File: config.mk
export PLATFORM = sky130hd
export DESIGN_NAME = pc
export DESIGN_NICKNAME = d
export VERILOG_FILES = /design/src/rtl/pc.sv
export SDC_FILE = /design/constraint.sdc
export NUM_CORES = 1
export LEC_CHECK = 0
export ABC_AREA = 1
export CELL_PAD_IN_SITES_DETAIL_PLACEMENT = 1
export CELL_PAD_IN_SITES_GLOBAL_PLACEMENT = 2
export CORE_UTILIZATION = 19
export CTS_CLUSTER_DIAMETER = 40
export CTS_CLUSTER_SIZE = 25
export DETAILED_ROUTE_END_ITERATION = 10
export PLACE_DENSITY = 0.83
export SLEW_MARGIN = 20
export SYNTH_ARGS = -nofsm -noshare
export SYNTH_HDL_FRONTEND = slang
export SYNTH_SLANG_ARGS = --single-unit
File: constraint.sdc
create_clock -name clk -period 0.85 [get_ports clk]
set_input_delay 0.1275 -clock clk [delete_from_list [all_inputs] [get_ports clk]]
set_output_delay 0.1275 -clock clk [all_outputs]
set_load 0.02 [all_outputs]
File: src/rtl/pc.sv
// Program counter register: loads pc_in when enabled, holds on stall,
// asynchronous active-high reset to RESET_VAL, plus a word-misalignment flag.
module pc #(
    parameter int unsigned             PC_SIZE   = 32,
    parameter logic [PC_SIZE-1:0]      RESET_VAL = '0
) (
    input  logic               clk,
    input  logic               arst_n,
    input  logic               en_in,
    input  logic [PC_SIZE-1:0] pc_in,
    output logic [PC_SIZE-1:0] pc_out,
    output logic               misalign_out
);

    logic [PC_SIZE-1:0] r_pc;
    logic               w_misalign;

    // arst_n is active-high despite its name. The ternary lets an unknown
    // enable propagate X into the PC rather than silently holding.
    always_ff @(posedge clk or posedge arst_n) begin
        if (arst_n) begin
            r_pc <= RESET_VAL;
        end else begin
            r_pc <= en_in ? pc_in : r_pc;
        end
    end

    always_comb begin
        w_misalign = |r_pc[1:0];
    end

    assign pc_out       = r_pc;
    assign misalign_out = w_misalign;

endmodule

# Yosys cells after proc, flatten, opt, wreduce, memory -nomap -nowiden
# Index checks and enable logic that the tools add are counted.
# word_totals
ff_bits,32
in_bits,35
word_cells,2
# classes
n_reduce_logical,1
# op_table
operator,n
OR reduction 2 bit,1

# Depth between registers and ports, before layout
# logic_depth
ltp_word,1
mapped_depth,5
depth_no_buf,3

# Worst setup path before layout
# Ideal clock, no wire load.
# synth_timing
kind,register to output
startpoint,"reg r_pc[1], in the netlist pc_out[1]"
endpoint,out misalign_out
arrival_ns,0.825
path_slack_ns,-0.102
path_stages_with_launch,2
path_buffers,0
path_cell_list,dfrtp_1 -> or2_2
# synth_via
elab_chain_len,1
# synth_rtl
item,line_no,text
"start, declared",15,logic [PC_SIZE-1:0] r_pc;
"start signal, assigned",24,r_pc <= en_in ? pc_in : r_pc;
OR reduction 2 bit,29,w_misalign = |r_pc[1:0];
"end, declared",12,output logic misalign_out
# Every way passes these cells.

# Final worst setup path
# Ends and elaborated chain as after synthesis.

==> run summary <==
Port Buf Inserts -> 67
Synthesis-to-layout area growth -> 87.1%
Critical Path Slowest Stage Cell -> dfrtp_2
DR WL/cell -> 11.2 µm
Seq/Total Area, Yosys -> 0.615
Final worst-path cycle share -> 1.36
Ant. Diodes -> 0
Post-route antenna net violation count -> 0
Least-Margin Pin Slew -> 0.162 ns
Clock period minus worst slack -> 1.16 ns
Max rail drop VDD -> 0.000562 V
H-tree levels -> 2
RSZ-0062 raised after global routing -> yes
Arr. time, crit path -> 1.03 ns
Max incr delay on CP -> 0.40 ns
Slew margin rel. -> 0.892
Max Clock Skew -> 0 ns
# IOs -> 68
Synth cell count leaders -> nand2_1 (86), dfrtp_1 (32), nand2_2 (10), buf_6 (3), clkbuf_8 (3)
Synth Area per Inst -> 9.44 µm²
Nets -> 271
Synthesized cell area -> 0.00130 mm²
Cell with the most instances after synthesis -> nand2_1
CP delay by family, top -> flip-flops
Total gr overflow -> 0
WHS -> 0.0970 ns
Number of synthesized flops with an enable pin -> 0
DP Area -> 0.00215 mm²
Fin worst setup slack -> -0.310 ns
Synth cell types -> 9
CP Max Fanout -> 2
Cell count after synthesis -> 138
Post-cts hold buffer count -> 0
Primary FF master, synth -> dfrtp_1
Top cell type's share of synthesized area -> 0.615
Syn nets -> 173
Fraction of layout cells with a size suffix above 1 -> 0.363
Pleak -> 0.00124 µW
Drt via density -> 3.89
Required time of the critical path -> 0.72 ns
Hold Crit Class -> input port to asynchronous set/reset pin
Die width -> 84.8 µm
First-pass detailed-route iteration total -> 7
Global-route wire length before repair -> 5780 µm
Synth Register Bits -> 32
Area leader, netlist -> dfrtp_1
Status -> finished with violations
Initial Util -> 0.201
Via Count -> 1,220
Final Setup Violations -> 33
Vias in the first global route -> 1,221
Max-Cap Viols -> 0
Dpl hpwl -> 2420 µm
Total CTS buffers -> 5
Initial drt markers -> 51
Max reg flops -> 32
Fmax -> 862 MHz
GR Util All Layers -> 0.105
Top cells by area, synth -> dfrtp_1 (61%), nand2_1 (25%), nand2_2 (4.8%)
CTS Sinks -> 32
Power Total -> 4070 µW
Crit path kind -> register to output pin
DRC errors left -> 6
Initial antenna violation count -> 0
Max-slew violation count -> 0
Failing checks -> DRC, setup timing
Ys async rst share -> 1.00
Final instance area -> 0.00244 mm²
Largest net degree at the start of global routing -> 33
CTS tree -> built
Final wirelength -> 3510 µm
Filler cells -> 761
Skew-Pair Late Insertion Delay -> 0.27 ns
Worst path cell trace -> or2_4 -> buf_6
Chip height -> 84.8 µm
Startpoint Class -> register
# rows -> 29
Core Region -> 0.00649 mm²
Buffers and inverters on the worst path -> 1
Syn. warnings -> 0
Die ar. -> 0.00719 mm²
Final Hold Vio Count -> 0
Root buffer cell -> clkbuf_8
Crit path capture type -> output pin
GPL Wtd Cong -> 0.680
Power Density -> 1670 mW/mm²
Clk slew on worst S/H paths -> 0.06 ns
CTS Buffer Depth -> 2
==> power breakdown <==
group,leakage (µW),internal (µW),switching [µW]
logic,0.000810,648,471
registers,0.000389,1660,100
clock network,0.0000455,660,527
==> stage by stage <==
stage               instances  utilization  setup WS, ns  setup TNS (ns)
finish                    314        0.375        -0.310           -3.20
global route              314        0.375        -0.366           -4.57
CTS                       304        0.362        -0.330           -3.79
detailed placement        291        0.331        -0.429          -18.59
global placement          291        0.331        -0.417          -18.31
floorplan                 138            -       -0.0129         -0.0129
==> area by class of cell <==
cell class | instances | area, µm² | share of cell area
clock buffer | 8 | 90.1 | 0.0370
multi-input combinational | 97 | 399 | 0.164
sequential | 32 | 802 | 0.329
inverter | 2 | 23.8 | 0.00975
tap | 77 | 96.3 | 0.0395
timing repair buffer | 98 | 1030 | 0.421
==> path summary, 6_finish.rpt <==
kind	depth (start not counted)	startpoint	slack, ns	endpoint
worst min register to register	2	pc_out[20]$_DFFE_PP0P_	0.49	pc_out[20]$_DFFE_PP0P_
max in group asynchronous	3	arst_n	0.46	pc_out[1]$_DFFE_PP0P_
min in group clk	3	pc_in[12]	0.38	pc_out[12]$_DFFE_PP0P_
worst max register to register	4	pc_out[2]$_DFFE_PP0P_	0	pc_out[2]$_DFFE_PP0P_
worst max-delay path	2	pc_out[1]$_DFFE_PP0P_	-0.31	misalign_out
worst min-delay path	2	arst_n	0.1	pc_out[7]$_DFFE_PP0P_
==> cell usage in the layout, fill, tap and decap left out <==
master	Yosys	layout
buf_12	1	6
buf_4	0	23
buf_6	3	35
clkbuf_1	0	2
clkbuf_8	3	6
clkdlybuf4s50_1	0	33
clkinvlp_4	0	1
dfrtp_1	32	31
dfrtp_2	0	1
dlygate4sd2_1	0	1
inv_12	0	1
nand2_1	86	84
nand2_2	10	12
or2_4	0	1
==> routing by layer <==
metal / routed length (µm) / GRT usage / up-vias
li1: - / - / 603
met4: 15 / 0.0370 / 0
met1: 1540 / 0.129 / 568
met2: 1700 / 0.166 / 47
met5: 0 / 0 / -
met3: 250 / 0.0442 / 2
==> worst register-to-register path, cell delays in order (launching register included) <==
cell and delay [ns]:
dfrtp_1 0.39, buf_4 0.14, buf_4 0.12, nand2_2 0.06, nand2_2 0.04
==> cells by family (layout without fill, tap and decap cells) <==
group | count (synthesis) | count (layout) | share of synthesized area
and+or+nand+nor | 97 | 97 | 0.301
buffers and inverters | 9 | 108 | 0.0845
DFF | 32 | 32 | 0.615
==> repair_timing <==
action	4_1_cts	5_1_grt
setup endpoints to repair	65	34
resized for setup	200	4
pin swaps	1	1
buffers inserted	5	11
No activity file was read; power rests on OpenSTA's default activity.
